File: config.mk
export PLATFORM = sky130hd
export DESIGN_NAME = ps_pc_stack
export DESIGN_NICKNAME = d
export VERILOG_FILES = /design/src/rtl/ps_pkg.sv /design/src/rtl/ps_stck_mem.sv /design/src/rtl/ps_pc_stack.sv
export SDC_FILE = /design/constraint.sdc
export NUM_CORES = 1
export LEC_CHECK = 0
export CORE_MARGIN = 3
export CORE_UTILIZATION = 45
export DETAILED_ROUTE_END_ITERATION = 12
export SETUP_SLACK_MARGIN = 0.2
export SYNTH_ARGS = -nofsm -noshare
export SYNTH_HDL_FRONTEND = slang
export SYNTH_SLANG_ARGS = --single-unit
File: constraint.sdc
create_clock -name clk_dcd -period 4.4 [get_ports clk_dcd]
set_clock_uncertainty 0.15 [all_clocks]
set_input_delay 0.88 -clock clk_dcd [delete_from_list [all_inputs] [get_ports clk_dcd]]
set_output_delay 0.88 -clock clk_dcd [all_outputs]
set_load 0.02 [all_outputs]
File: src/rtl/ps_pkg.sv
// Shared program-sequencer package: stack sizing, bus-connect select codes
// and the push/pop command encoding used by the PC/status stack.
package ps_pkg;

    localparam int PS_STCK_DEPTH = 16;
    localparam int PS_STCK_DW    = 16;

    // Bus-connect data-input select code that routes the stack output word.
    localparam logic [1:0] PS_DI_SLCT_STCK = 2'b01;

    // Stack command as decoded from {push, pop}.
    typedef enum logic [1:0] {
        CMD_NONE = 2'b00,
        CMD_POP  = 2'b01,
        CMD_PUSH = 2'b10,
        CMD_XCHG = 2'b11
    } ps_cmd_e;

endpackage : ps_pkg

File: src/rtl/ps_stck_mem.sv
// Stack storage: DEPTH x DW register array, one synchronous write port and
// one asynchronous read port. Contents are deliberately not reset.
module ps_stck_mem #(
    parameter int DEPTH = 16,
    parameter int DW    = 16,
    parameter int AW    = $clog2(DEPTH)
) (
    input  logic          clk_i,
    input  logic          we_i,
    input  logic [AW-1:0] waddr_i,
    input  logic [DW-1:0] wdata_i,
    input  logic [AW-1:0] raddr_i,
    output logic [DW-1:0] rdata_o
);

    logic [DW-1:0] mem_q [DEPTH];

    // Write the addressed entry on a write-enable edge.
    always_ff @(posedge clk_i) begin
        if (we_i) begin
            mem_q[waddr_i] <= wdata_i;
        end
    end

    assign rdata_o = mem_q[raddr_i];

endmodule : ps_stck_mem

File: src/rtl/ps_pc_stack.sv
// Program-sequencer PC/status stack. Holds pushed words, registers popped
// words onto ps_stck_dout one cycle after decode (aligned with the
// bus-connect select), and reports full/empty/sticky-error status.
module ps_pc_stack
    import ps_pkg::*;
#(
    parameter int DEPTH = PS_STCK_DEPTH,
    parameter int DW    = PS_STCK_DW,
    parameter int AW    = $clog2(DEPTH),
    parameter int SPW   = AW + 1
) (
    input  logic           clk_dcd,
    input  logic           rst_n,
    input  logic           ps_pshstck,
    input  logic           ps_popstck,
    input  logic [DW-1:0]  ps_stck_din,
    input  logic           ps_stck_clr,
    output logic [DW-1:0]  ps_stck_dout,
    output logic [DW-1:0]  ps_stck_top,
    output logic           ps_stck_empty,
    output logic           ps_stck_full,
    output logic           ps_stck_ovf,
    output logic           ps_stck_unf,
    output logic [SPW-1:0] ps_stck_lvl
);

    logic [SPW-1:0] sp_q, sp_d;
    logic [DW-1:0]  dout_q, dout_d;
    logic           ovf_q, ovf_d;
    logic           unf_q, unf_d;

    logic           memWe;
    logic [AW-1:0]  memWaddr;
    logic [AW-1:0]  memRaddr;
    logic [DW-1:0]  memRdata;
    logic [SPW-1:0] spMinus1;
    logic           isEmpty;
    logic           isFull;
    ps_cmd_e        cmd;

    assign cmd      = ps_cmd_e'({ps_pshstck, ps_popstck});
    assign spMinus1 = sp_q - SPW'(1);
    assign memRaddr = spMinus1[AW-1:0];
    assign isEmpty  = (sp_q == '0);
    assign isFull   = (sp_q == SPW'(DEPTH));

    ps_stck_mem #(
        .DEPTH (DEPTH),
        .DW    (DW),
        .AW    (AW)
    ) u_mem (
        .clk_i   (clk_dcd),
        .we_i    (memWe),
        .waddr_i (memWaddr),
        .wdata_i (ps_stck_din),
        .raddr_i (memRaddr),
        .rdata_o (memRdata)
    );

    // Decode clr > exchange > push > pop into next pointer, flags, output word and write port.
    always_comb begin
        sp_d     = sp_q;
        dout_d   = dout_q;
        ovf_d    = ovf_q;
        unf_d    = unf_q;
        memWe    = 1'b0;
        memWaddr = sp_q[AW-1:0];

        if (ps_stck_clr) begin
            sp_d  = '0;
            ovf_d = 1'b0;
            unf_d = 1'b0;
        end else begin
            unique case (cmd)
                CMD_XCHG: begin
                    memWe = 1'b1;
                    if (isEmpty) begin
                        unf_d    = 1'b1;
                        dout_d   = '0;
                        memWaddr = '0;
                        sp_d     = SPW'(1);
                    end else begin
                        dout_d   = memRdata;
                        memWaddr = memRaddr;
                    end
                end
                CMD_PUSH: begin
                    if (isFull) begin
                        ovf_d = 1'b1;
                    end else begin
                        memWe = 1'b1;
                        sp_d  = sp_q + SPW'(1);
                    end
                end
                CMD_POP: begin
                    if (isEmpty) begin
                        unf_d  = 1'b1;
                        dout_d = '0;
                    end else begin
                        dout_d = memRdata;
                        sp_d   = spMinus1;
                    end
                end
                default: begin
                end
            endcase
        end
    end

    // Pointer, output word and sticky flags; reset aborts any pending command.
    always_ff @(posedge clk_dcd or negedge rst_n) begin
        if (!rst_n) begin
            sp_q   <= '0;
            dout_q <= '0;
            ovf_q  <= 1'b0;
            unf_q  <= 1'b0;
        end else begin
            sp_q   <= sp_d;
            dout_q <= dout_d;
            ovf_q  <= ovf_d;
            unf_q  <= unf_d;
        end
    end

    assign ps_stck_dout  = dout_q;
    assign ps_stck_top   = isEmpty ? '0 : memRdata;
    assign ps_stck_empty = isEmpty;
    assign ps_stck_full  = isFull;
    assign ps_stck_ovf   = ovf_q;
    assign ps_stck_unf   = unf_q;
    assign ps_stck_lvl   = sp_q;

endmodule : ps_pc_stack

* Yosys cells after proc, flatten, opt, wreduce, memory -nomap -nowiden
Memory sizes are Yosys's and may differ from the RTL's.
Index checks and enable logic that the tools add are counted.
Widths: inputs -> output; s select.
** Word-level totals
- Memories kept :: 1
- Bits in writable memories :: 256
- Output and inout bits :: 41
- Word-level logic and storage cells :: 46
- Register bits :: 23
** Operators by class
- Bitwise gates (word level) :: 1
- Equal/unequal tests :: 7
- Reductions and logical operators :: 11
- Add/subtract/negate cells :: 2
- Mux-type cells :: 20
** Memory list
- u_mem.mem_q :: words 16, bits a word 16, read ports 1, clocked after memory_dff 0, write ports 1, line ps_stck_mem.sv:16 : logic [DW-1:0] mem_q [DEPTH];
** Operators with widths (number)
- $mux 5 :: 4
- $mux 16 :: 1
- $pmux 5 s3 :: 1
- $mux 4 :: 3
- $mux 1 :: 10
- $ne 3x3->1 const B :: 3
- $reduce_bool 2->1 :: 4
- $reduce_and 2->1 :: 3
- $add 5x1->5 const B :: 1
- $eq 5x5->1 const B :: 1
- $logic_not 5->1 :: 1
- $sub 5x1->5 const B :: 1
- $eq 2x2->1 const B :: 2
- $reduce_and 4->1 :: 1
- $reduce_bool 4->1 :: 1
- $eq 2x1->1 const B :: 1
- $pmux 1 s2 :: 1
- $reduce_or 2->1 :: 1
- $not 1->1 :: 1

* Depth between registers and ports, before layout
Gate-level depths: netlist (run 1).
- Word-level depth :: 6
- Gate-level depth with buffers :: 11
- Depth with buffers taken out :: 8

* By module
From an unflattened synthesis (run 1), not the netlist that was laid out.
** Unflattened totals
- Cells, all modules :: 557
- Area, all modules :: 11130.7 um^2
** By module, submodules not included
- ps_stck_mem :: instances 1, cells each 416, area each 9723.1 um^2, seq. area each 7687.4 um^2
- ps_pc_stack :: instances 1, cells each 141, area each 1407.6 um^2, seq. area each 575.6 um^2

* Worst setup path before layout (run 1)
OpenSTA, ideal clock, no wires.
- Path kind :: flip-flop to output port
- Start :: reg sp_q[0], in the netlist ps_stck_lvl[0]
- End :: out ps_stck_top[10]
- Cell stages (with the launch flop) :: 10
- Required time :: 3370 ps
- Arrival :: 2904 ps
- Path buffers :: 5
- Path slack :: 466 ps
- Path through :: dfrtp_1 buf_2 buf_2 inv_1 ha_1 clkbuf_1 clkbuf_1 buf_2 mux2i_1 a211oi_2
** Between the ends
- Cells in the longest elaborated chain, start to end :: 3
- Elaborated cells on any way between the ends :: 4
- Classes of those cells :: 1 x add/sub; 1 x mux; 1 x reduce/logical; 1 x memory
** RTL lines
- start, declared :: line ps_pc_stack.sv:27 : logic [SPW-1:0] sp_q, sp_d;
- start signal, assigned :: line ps_pc_stack.sv:118 : sp_q <= sp_d;
- $sub 5x1->5 :: line ps_pc_stack.sv:42 : assign spMinus1 = sp_q - SPW'(1);
- $mem_v2 16x16
- $mux 16 * :: line ps_pc_stack.sv:126 : assign ps_stck_top = isEmpty ? '0 : memRdata;
- end, declared :: line ps_pc_stack.sv:19 : output logic [DW-1:0] ps_stck_top,
Every way passes the cells marked *; elsewhere a longest branch is shown, timed or not.

* Final worst setup path (run 1)
- Start :: reg sp_q[0], in the netlist ps_stck_lvl[0]
- End :: out ps_stck_top[13]
The elaborated chain is that of the path after synthesis.

==> impl_metrics.csv, run 1 <==
group,metric,value,unit
critical_path,cp_top_family,"buffers and inverters",
clock_tree,ctsRootBufferMaster,"sky130_fd_sc_hd__clkbuf_16",
timing,fmax,247.6,MHz
synthesis,synthesis.yosys.warnings,0,
power_and_ir_drop,power.total,6.803,mW
floorplan,core_area,24600,um2
floorplan,die-area,27240,um2
route,vias,5917,
clock_tree,cts.hold.buffers_added,0,
timing,period_needed,4039,ps
synthesis,netlist.area_leader.share,0.6752,
clock_tree,clk_path_buf_depth,3,
timing,totalNegativeSetupSlack,0,ps
worst_hold_path,holdCritPathClass,"reg2reg",
critical_path,critPathKind,"reg2out",
global_routing,grt_overflow,0,
timing,report.final.hold_viol_count,0,
floorplan,rows,57,
synthesis,synth_area_leaders,"sky130_fd_sc_hd__edfxtp_1 (68%), sky130_fd_sc_hd__mux4_2 (12%), sky130_fd_sc_hd__dfrtp_1 (5.1%)",
floorplan,die_x,165.1,um
clock_tree,htreeDepth,1,
critical_path,worstPathCellList,"clkinvlp_4 > ha_4 > buf_12 > mux4_2 > nor2b_1 > a211oi_1 > a211oi_2 > dlygate4sd2_1",
critical_path,cp.buffers_inverters,3,
critical_path,cp-start-kind,"register",
timing,unrepaired_setup_endpoints_after_global_routing,"false",
synthesis,postSynthRegisterBits,279,
clock_tree,cts-buffers-inserted,29,
power_and_ir_drop,power_density,497.6,nW/um2
synthesis,synth-seq-area-share,0.7258,
global_routing,grt_pass1_wl,39740,um
route,post_drt_via_cell_ratio,5.841,
synthesis,synth_area,11380,um2
route,routed_antenna_nets,0,
final_layout,final_util,0.5557,
global_routing,largest_net_degree_at_the_start_of_global_routing,68,
synthesis,synth.largest_area_cell,"sky130_fd_sc_hd__edfxtp_1",
placement,detailed_place_hpwl,14620,um
route,detail_route.drc_violations,0,
global_routing,antenna_found_initial,0,
synthesis,synth_edf_count,256,
global_routing,gr_usage_total,0.1981,
clock_tree,numClockSinks,279,
critical_path,setup.reg_to_reg.worst_slack,1300,ps
synthesis,synthDistinctLibCells,51,
floorplan,initial_core_util,0.4627,
outcome,status,"complete, no violations",
synthesis,syn_area_per_cell,19.97,um2
placement,port-buffer-count,61,
flow_run,maxCapViolCount,0,
critical_path,worst-path-max-fanout,19,
final_layout,layout-drive-gt1-share,0.3019,
timing,timing.max_slew.rel_slack,0.2652,
floorplan,boundaryPins,62,
clock_tree,clkTransAtPathRegs,60,ps
route,postRouteWirelength,26460,um
power_and_ir_drop,power_leakage,4.500,nW
timing,drv_slew,0,
timing,fin_crit_sh,0.9178,
clock_tree,cts_tree,"yes",
synthesis,synth_async_sr_flop_share,0.08244,
route,avgRoutedWirePerCell,26.12,um
route,dr.pass1.iters,5,
final_layout,synthToLayoutAreaGrowth,20.09,%
final_layout,num-fill-cells,1872,
synthesis,syn_nets,597,
clock_tree,worst_skew_pair.late_latency,550,ps
route,drt_first_iter_violations,612,
critical_path,worst_path_largest_cell_delay,440,ps
synthesis,ys_dominant_reg_cell,"sky130_fd_sc_hd__edfxtp_1",
critical_path,worstPathRequired,3370,ps
critical_path,master_of_the_slowest_instance_on_the_critical_path,"sky130_fd_sc_hd__dfrtp_4",
global_routing,grt_pass1_vias,6155,
critical_path,worst_setup_ep_type,"output port",
final_layout,num_antenna_cells,0,
floorplan,floorplan.die.height,165.1,um
final_layout,final_nets,694,
timing,fin_worst_hold_slack,347.4,ps
power_and_ir_drop,peakVddDrop,0.3508,mV
critical_path,worst-endpoint-arrival,3010,ps
placement,finalWeightedCongestion,0.8089,
timing,timing_worst_slew_pin_value,1099,ps
timing,setup_viol,0,
synthesis,postSynthCellCount,570,
[worst reg2reg max path, stage by stage, from the launching register on]
cell                      delay [ps]
sky130_fd_sc_hd__dfrtp_1         510
sky130_fd_sc_hd__buf_4           240
sky130_fd_sc_hd__or4b_1          740
sky130_fd_sc_hd__nand2_1         220
sky130_fd_sc_hd__nor3_1           60
sky130_fd_sc_hd__a31oi_1         520
sky130_fd_sc_hd__nor2_2           90
sky130_fd_sc_hd__buf_4           260
[power by group]
part | internal, mW | total (mW) | switching (mW)
Sequential | 2.99 | 3.04 | 0.0466
Clock | 1.38 | 2.34 | 0.964
Combinational | 0.641 | 1.42 | 0.778
[cells in the mapped netlist, types with 2 or more instances]
cell                         n
sky130_fd_sc_hd__mux2i_1    18
sky130_fd_sc_hd__a21oi_1     5
sky130_fd_sc_hd__buf_2      12
sky130_fd_sc_hd__clkbuf_1    9
sky130_fd_sc_hd__mux4_1      3
sky130_fd_sc_hd__buf_6       5
sky130_fd_sc_hd__nor3_1      3
sky130_fd_sc_hd__o21ai_0     4
sky130_fd_sc_hd__a211oi_2   16
sky130_fd_sc_hd__edfxtp_1  256
sky130_fd_sc_hd__nand2b_1    6
sky130_fd_sc_hd__mux4_2     61
sky130_fd_sc_hd__mux2_2     15
sky130_fd_sc_hd__a31oi_1     3
sky130_fd_sc_hd__a211oi_1   16
sky130_fd_sc_hd__inv_1       5
sky130_fd_sc_hd__nor2_1     28
sky130_fd_sc_hd__xor2_1      2
sky130_fd_sc_hd__nand3_1     4
sky130_fd_sc_hd__nor2b_1    19
sky130_fd_sc_hd__ha_1        6
sky130_fd_sc_hd__dfrtp_1    23
sky130_fd_sc_hd__o41ai_1     2
sky130_fd_sc_hd__buf_4       7
sky130_fd_sc_hd__nand2_1    15
sky130_fd_sc_hd__o31ai_1     2
[logic make-up after synthesis]
kind of cell,Yosys count,synth area share
AOI/OAI and AO/OA,61,0.04748
muxes,98,0.1592
xor gates and xnor gates,4,0.003737
DFF,279,0.7258
buffers and inverters,40,0.02121
and+or+nand+nor,82,0.03594
adders and majority gates,6,0.006594
[through the flow]
step / setup slack (ps) / instances / instance area (um2)
after floorplan: 466.0 / 570 / 11380
after global placement: 360.5 / 951 / 12550
after detailed placement: 287.7 / 951 / 12550
after CTS: 196.1 / 1007 / 13600
after global routing: 283.8 / 1013 / 13670
final: 361.5 / 1013 / 13670
[placed cells by master, fill, tap and decap left out, types with 2 or more instances in the layout]
| master | instances |
|---|---|
| sky130_fd_sc_hd__clkinv_2 | 8 |
| sky130_fd_sc_hd__edfxtp_1 | 256 |
| sky130_fd_sc_hd__bufbuf_16 | 3 |
| sky130_fd_sc_hd__inv_1 | 4 |
| sky130_fd_sc_hd__nand2b_1 | 6 |
| sky130_fd_sc_hd__bufinv_16 | 3 |
| sky130_fd_sc_hd__a211oi_2 | 22 |
| sky130_fd_sc_hd__clkbuf_16 | 30 |
| sky130_fd_sc_hd__buf_12 | 4 |
| sky130_fd_sc_hd__mux2_2 | 15 |
| sky130_fd_sc_hd__nand3_1 | 4 |
| sky130_fd_sc_hd__clkdlybuf4s50_1 | 45 |
| sky130_fd_sc_hd__dlygate4sd2_1 | 13 |
| sky130_fd_sc_hd__nor2b_1 | 19 |
| sky130_fd_sc_hd__dfrtp_1 | 22 |
| sky130_fd_sc_hd__o41ai_1 | 2 |
| sky130_fd_sc_hd__clkbuf_1 | 5 |
| sky130_fd_sc_hd__mux2i_1 | 18 |
| sky130_fd_sc_hd__nor2_2 | 16 |
| sky130_fd_sc_hd__buf_4 | 30 |
| sky130_fd_sc_hd__mux4_1 | 3 |
| sky130_fd_sc_hd__nor3_1 | 3 |
| sky130_fd_sc_hd__nor2_1 | 12 |
| sky130_fd_sc_hd__nand2_1 | 15 |
| sky130_fd_sc_hd__o21ai_0 | 4 |
| sky130_fd_sc_hd__mux4_2 | 61 |
| sky130_fd_sc_hd__clkdlybuf4s15_2 | 2 |
| sky130_fd_sc_hd__a31oi_1 | 3 |
| sky130_fd_sc_hd__ha_1 | 4 |
| sky130_fd_sc_hd__a211oi_1 | 10 |
| sky130_fd_sc_hd__a21oi_1 | 5 |
| sky130_fd_sc_hd__clkinv_1 | 6 |
| sky130_fd_sc_hd__xor2_1 | 2 |
| sky130_fd_sc_hd__ha_4 | 2 |
| sky130_fd_sc_hd__o31ai_1 | 2 |
[per-layer routing]
metal,share of wire,GRT usage,up-vias
met5,0,0,-
met4,0.024,0.04842,0
met3,0.063,0.03168,44
met2,0.48,0.3235,251
met1,0.43,0.2829,3090
li1,-,-,2532
[layout make-up]
type	instances	area (um2)	area share
Clock buffer	34	744.5	0.05445
Clock inverter	19	170.2	0.01245
Inverter	6	38.79	0.002837
Multi-Input combinational cell	251	2994	0.2190
Sequential cell	279	8267	0.6046
Tap cell	324	405.4	0.02965
Timing Repair Buffer	100	1052	0.07697
[sequential cells by signal, indices dropped and copies added (netlist names)]
| signal | flops |
|---|---|
| ps_stck_dout | 16 |
| ps_stck_lvl | 5 |
| ps_stck_ovf | 1 |
| ps_stck_unf | 1 |
| u_mem.mem_q | 256 |
[worst paths after layout]
path	from	to	cells past startpoint
max reg2reg	ps_stck_lvl[2]	u_mem.mem_q[2][8]	7
max in group asynchronous	rst_n	ps_stck_lvl[0]	1
min in group asynchronous	rst_n	ps_stck_lvl[3]	1
min	ps_stck_ovf	ps_stck_ovf	2
max	ps_stck_lvl[0]	ps_stck_top[13]	8
min reg2reg	ps_stck_ovf	ps_stck_ovf	2
[repair_timing]
action                                  CTS  global route
gates resized for setup                  31             1
cloned                                    3             1
setup buffers                             0             5
endpoints found under the setup margin   16            16
No activity file was read; power rests on OpenSTA's default activity.
==> run 2: changes to the inputs <==
--- a/config.mk
+++ b/config.mk
@@ -9,6 +9,7 @@
 export CORE_UTILIZATION = 45
 export DETAILED_ROUTE_END_ITERATION = 12
 export SETUP_SLACK_MARGIN = 0.2
+export SLEW_MARGIN = 20
 export SYNTH_ARGS = -nofsm -noshare
 export SYNTH_HDL_FRONTEND = slang
 export SYNTH_SLANG_ARGS = --single-unit
==> run 2 against run 1 <==
Compared with the run above: maximum frequency about the same; first-iteration DRC count unchanged; combinational power about the same; register-to-register slack about the same; critical endpoint unchanged; largest cell class unchanged; highest routed layer unchanged.
==> impl_metrics.csv, run 2 (synthesized netlist as in run 1, its figures left out) <==
group,metric,value,unit
route,detail_route.drc_violations,0,
final_layout,final_design_area_no_fill,13670,um2
clock_tree,numClockSinks,279,
placement,detailed_place_hpwl,14620,um
critical_path,worst-endpoint-arrival,3010,ps
timing,totalNegativeSetupSlack,0,ps
critical_path,reg2regPathDepth,7,
final_layout,number_of_flip_flops_in_the_largest_register,256,
global_routing,grt_pass1_wl,39740,um
timing,fin_crit_sh,0.9178,
timing,report.final.hold_viol_count,0,
route,postRouteWirelength,26480,um
critical_path,worstReg2RegStart,"ps_stck_lvl[2]",
clock_tree,cts_tree,"yes",
clock_tree,ctsRootBufferMaster,"sky130_fd_sc_hd__clkbuf_16",
route,post_drt_via_cell_ratio,5.851,
placement,finalWeightedCongestion,0.8089,
global_routing,gr_usage_total,0.1981,
outcome,status,"complete, no violations",
floorplan,die_x,165.1,um
clock_tree,htreeDepth,1,
timing,period_needed,4038,ps
final_layout,final_common_cell,"sky130_fd_sc_hd__edfxtp_1",
floorplan,boundaryPins,62,
critical_path,worst_setup_ep_type,"output port",
route,dr.pass1.iters,5,
critical_path,setup.reg_to_reg.worst_slack,1300,ps
power_and_ir_drop,power_density,497.8,nW/um2
timing,timing.max_slew.rel_slack,0.3205,
critical_path,worst-path-max-fanout,19,
flow_run,maxCapViolCount,0,
global_routing,antenna_found_initial,0,
clock_tree,worst_skew_pair.late_latency,550,ps
final_layout,num_antenna_cells,0,
global_routing,largest_net_degree_at_the_start_of_global_routing,68,
final_layout,top_register,"u_mem.mem_q",
timing,setup_viol,0,
timing,drv_slew,0,
final_layout,final_cell_mix,"sky130_fd_sc_hd__edfxtp_1 (256), sky130_fd_sc_hd__mux4_2 (61), sky130_fd_sc_hd__clkdlybuf4s50_1 (44)",
worst_hold_path,holdCritPathClass,"in2async",
timing,fin_worst_hold_slack,167.8,ps
critical_path,worstPathRequired,3370,ps
global_routing,grt_pass1_vias,6155,
clock_tree,clk_path_buf_depth,3,
power_and_ir_drop,peakVddDrop,0.3508,mV
timing,timing_worst_slew_pin_value,1019,ps
power_and_ir_drop,power_leakage,4.500,nW
floorplan,rows,57,
final_layout,layout-drive-gt1-share,0.3033,
clock_tree,cts-buffers-inserted,29,
timing,fmax,247.6,MHz
floorplan,core_area,24600,um2
global_routing,grt_overflow,0,
route,drt_first_iter_violations,612,
floorplan,floorplan.die.height,165.1,um
clock_tree,clkTransAtPathRegs,60,ps
placement,port-buffer-count,61,
timing,unrepaired_setup_endpoints_after_global_routing,"false",
route,avgRoutedWirePerCell,26.14,um
floorplan,initial_core_util,0.4627,
final_layout,final_nets,694,
critical_path,cp-start-kind,"register",
route,routed_antenna_nets,0,
final_layout,num-fill-cells,1872,
final_layout,synthToLayoutAreaGrowth,20.05,%
placement,postPlaceCellArea,12550,um2
critical_path,worstReg2RegEnd,"u_mem.mem_q[2][8]",
route,vias,5927,
floorplan,die-area,27240,um2
critical_path,critPathKind,"reg2out",
==> run 2: cell types whose count changed in the layout (fill, tap and decap cells not counted) <==
cell                              before  now
sky130_fd_sc_hd__clkdlybuf4s50_1      45   44
sky130_fd_sc_hd__buf_2                 0    1
==> run 2: area by class of cell <==
| class | instances | area [um2] | share of cell area |
|---|---|---|---|
| clock buffers | 34 | 744.5 | 0.05447 |
| inverters | 6 | 38.79 | 0.002838 |
| flip-flops and latches | 279 | 8267 | 0.6049 |
| multi-input cells | 251 | 2994 | 0.2191 |
| repair buffers | 100 | 1047 | 0.07663 |
| clock inverters | 19 | 170.2 | 0.01245 |
| well taps | 324 | 405.4 | 0.02966 |
==> run 2: worst max-delay path, stage by stage, from the launching register on <==
cell	delay [ps]
sky130_fd_sc_hd__dfrtp_4	440
sky130_fd_sc_hd__clkinvlp_4	160
sky130_fd_sc_hd__ha_4	390
sky130_fd_sc_hd__buf_12	190
sky130_fd_sc_hd__mux4_2	300
sky130_fd_sc_hd__nor2b_1	140
sky130_fd_sc_hd__a211oi_1	350
sky130_fd_sc_hd__a211oi_2	130
sky130_fd_sc_hd__dlygate4sd2_1	350
==> run 2: where the power goes <==
part / internal (mW) / total, mW / switching (mW)
clock network: 1.38 / 2.34 / 0.964
logic: 0.641 / 1.42 / 0.778
registers: 2.99 / 3.04 / 0.0468
total: 5.01 / 6.80 / 1.79
==> run 2: what timing repair did <==
action                                  CTS  global route
resized for setup                        31             1
hold endpoints to repair                  0             0
endpoints found under the setup margin   16            16
hold buffers                              0             0
buffers inserted                          0             5
cloned                                    3             1
==> run 2: worst max-delay path by stage <==
stage / start / cells past startpoint / to / slack (ps)
floorplan: ps_stck_lvl[0] / 9 / ps_stck_top[10] / 470
global placement: ps_stck_lvl[0] / 8 / ps_stck_top[12] / 360
detailed placement: ps_stck_lvl[0] / 8 / ps_stck_top[12] / 290
CTS: ps_stck_lvl[0] / 8 / ps_stck_top[13] / 200
global route: ps_stck_lvl[0] / 9 / ps_stck_top[2] / 280
finish: ps_stck_lvl[0] / 8 / ps_stck_top[13] / 360
==> run 2: per-stage QoR <==
stage                     worst slack, ps    util  total power [mW]  instances
after floorplan                     466.0       -             3.922        570
after detailed placement            287.7  0.5099             4.436        951
final                               361.6  0.5555             6.803       1013
after global placement              360.5  0.5099             4.417        951
after global routing                283.8  0.5555             7.067       1013
after CTS                           196.1  0.5528             6.837       1007
==> run 2: metal layers <==
layer  GRT usage  wire length [um]
met5           0                 0
met4     0.04842               650
met3     0.03168              1651
met2      0.3235             12700
met1      0.2829             11470
==> run 3: changes to the inputs <==
--- a/config.mk
+++ b/config.mk
@@ -7,6 +7,7 @@
 export LEC_CHECK = 0
 export CORE_MARGIN = 3
 export CORE_UTILIZATION = 45
+export CTS_CLUSTER_SIZE = 12
 export DETAILED_ROUTE_END_ITERATION = 12
 export SETUP_SLACK_MARGIN = 0.2
 export SLEW_MARGIN = 20
==> run 3 against run 2 <==
Compared with the run above: sequential power is essentially flat; critical path type unchanged; combinational power is essentially flat; global-route usage is essentially flat; largest power group unchanged; sequential cell count is the same.
==> impl_metrics.csv, run 3 (synthesized netlist as in run 1, its figures left out) <==
group,metric,value,unit
clock_tree,cts-buffers-inserted,29,
critical_path,reg2regPathDepth,7,
final_layout,final_common_cell,"sky130_fd_sc_hd__edfxtp_1",
critical_path,worstReg2RegEnd,"u_mem.mem_q[2][8]",
clock_tree,worst_skew_pair.late_latency,540,ps
timing,setup_viol,0,
floorplan,rows,57,
timing,totalNegativeSetupSlack,0,ps
placement,detailed_place_hpwl,14620,um
timing,fin_crit_sh,0.9203,
timing,period_needed,4049,ps
floorplan,die-area,27240,um2
route,drt_first_iter_violations,703,
timing,timing.max_slew.rel_slack,0.3405,
final_layout,top_register,"u_mem.mem_q",
placement,dp_cells,951,
critical_path,worstReg2RegStart,"ps_stck_lvl[2]",
critical_path,worstPathRequired,3370,ps
final_layout,final_nets,693,
placement,port-buffer-count,61,
timing,fin_worst_hold_slack,177.1,ps
floorplan,die_x,165.1,um
global_routing,antenna_found_initial,0,
timing,unrepaired_setup_endpoints_after_global_routing,"false",
critical_path,worst-endpoint-arrival,3020,ps
final_layout,number_of_flip_flops_in_the_largest_register,256,
final_layout,synthToLayoutAreaGrowth,19.69,%
route,post_drt_via_cell_ratio,5.889,
final_layout,final_cell_mix,"sky130_fd_sc_hd__edfxtp_1 (256), sky130_fd_sc_hd__mux4_2 (61), sky130_fd_sc_hd__clkdlybuf4s50_1 (44)",
flow_run,maxCapViolCount,0,
final_layout,layout-drive-gt1-share,0.2968,
power_and_ir_drop,power_density,493.2,nW/um2
worst_hold_path,holdCritPathClass,"in2async",
timing,fmax,246.9,MHz
final_layout,instances_no_fill,1008,
route,detail_route.drc_violations,0,
power_and_ir_drop,peakVddDrop,0.3503,mV
timing,timing_worst_slew_pin_value,989.2,ps
global_routing,grt_pass1_wl,39660,um
clock_tree,numClockSinks,279,
global_routing,grt_pass1_vias,6156,
global_routing,largest_net_degree_at_the_start_of_global_routing,68,
route,dr.pass1.iters,5,
final_layout,num_antenna_cells,0,
critical_path,cp-startpoint,"ps_stck_lvl[0]",
critical_path,worst_setup_ep_type,"output port",
critical_path,worst-path-max-fanout,16,
floorplan,core_area,24600,um2
floorplan,initial_core_util,0.4627,
global_routing,gr_usage_total,0.1980,
timing,drv_slew,0,
floorplan,boundaryPins,62,
critical_path,cp-start-kind,"register",
clock_tree,cts_tree,"yes",
outcome,status,"complete, no violations",
route,routed_antenna_nets,0,
global_routing,grt_overflow,0,
clock_tree,clkTransAtPathRegs,60,ps
floorplan,floorplan.die.height,165.1,um
clock_tree,ctsRootBufferMaster,"sky130_fd_sc_hd__clkbuf_16",
route,vias,5936,
power_and_ir_drop,power_leakage,4.475,nW
clock_tree,htreeDepth,1,
critical_path,critPathKind,"reg2out",
clock_tree,clk_path_buf_depth,3,
route,postRouteWirelength,26560,um
timing,report.final.hold_viol_count,0,
critical_path,setup.reg_to_reg.worst_slack,1300,ps
placement,finalWeightedCongestion,0.8089,
route,avgRoutedWirePerCell,26.34,um
## run 3: cell types whose count changed in the layout (fill, tap and decap cells not counted), sizes merged
cell           before  now
bufinv              3    1
clkinv             16    6
clkbuf             35   44
dlygate4sd2        13   14
inv                 5    4
buf                36   35
clkdlybuf4s15       3    2
## run 3: area by class of cell
class,count,area [um2]
inverter,6,38.79
clock buffer,43,828.3
clock inverter,6,51.30
tap,324,405.4
multi-input combinational,251,2999
sequential,279,8267
timing repair buffer,99,1037
fill,1860,10980
## run 3: timing repair
action,4_1_cts,5_1_grt
pin swaps,1,0
resized for setup,30,1
gates cloned,3,1
setup buffers,1,3
hold buffers,0,0
setup endpoints to repair,16,12
## run 3: power by group
group | total (mW) | switching [mW] | internal, mW
Sequential | 3.04 | 0.0466 | 3.00
Combinational | 1.42 | 0.780 | 0.638
Clock | 2.26 | 0.921 | 1.34
## run 3: layer usage
layer  global-route usage  wire (um)  share of wire
met1               0.2808      11430           0.43
met2               0.3289      13140           0.49
met3              0.03143       1470          0.055
met4              0.04156        514          0.019
met5                    0          0              0
## run 3: worst max-delay path, cell delays in order, from the launching register on
cell and delay (ps):
sky130_fd_sc_hd__dfrtp_4 510, sky130_fd_sc_hd__clkinvlp_4 140, sky130_fd_sc_hd__ha_4 210, sky130_fd_sc_hd__xor2_4 270
sky130_fd_sc_hd__bufbuf_16 380, sky130_fd_sc_hd__mux4_2 210, sky130_fd_sc_hd__mux2i_1 80, sky130_fd_sc_hd__a211oi_2 290
sky130_fd_sc_hd__dlygate4sd2_1 390
## run 3: stage by stage
step / power (mW) / utilization / setup slack [ps] / area, um2
after floorplan: 3.922 / - / 466.0 / 11380
after global placement: 4.417 / 0.5099 / 360.5 / 12550
after detailed placement: 4.436 / 0.5099 / 287.7 / 12550
after CTS: 6.765 / 0.5518 / 244.0 / 13580
after global routing: 6.980 / 0.5538 / 237.7 / 13630
final: 6.720 / 0.5538 / 350.5 / 13630
## run 3: how the worst max path moves through the flow
| stage | end | slack [ps] |
|---|---|---|
| after CTS | ps_stck_top[11] | 240 |
| after global placement | ps_stck_top[12] | 360 |
| final | ps_stck_top[11] | 350 |
| after detailed placement | ps_stck_top[12] | 290 |
| after floorplan | ps_stck_top[10] | 470 |
| after global routing | ps_stck_top[4] | 240 |
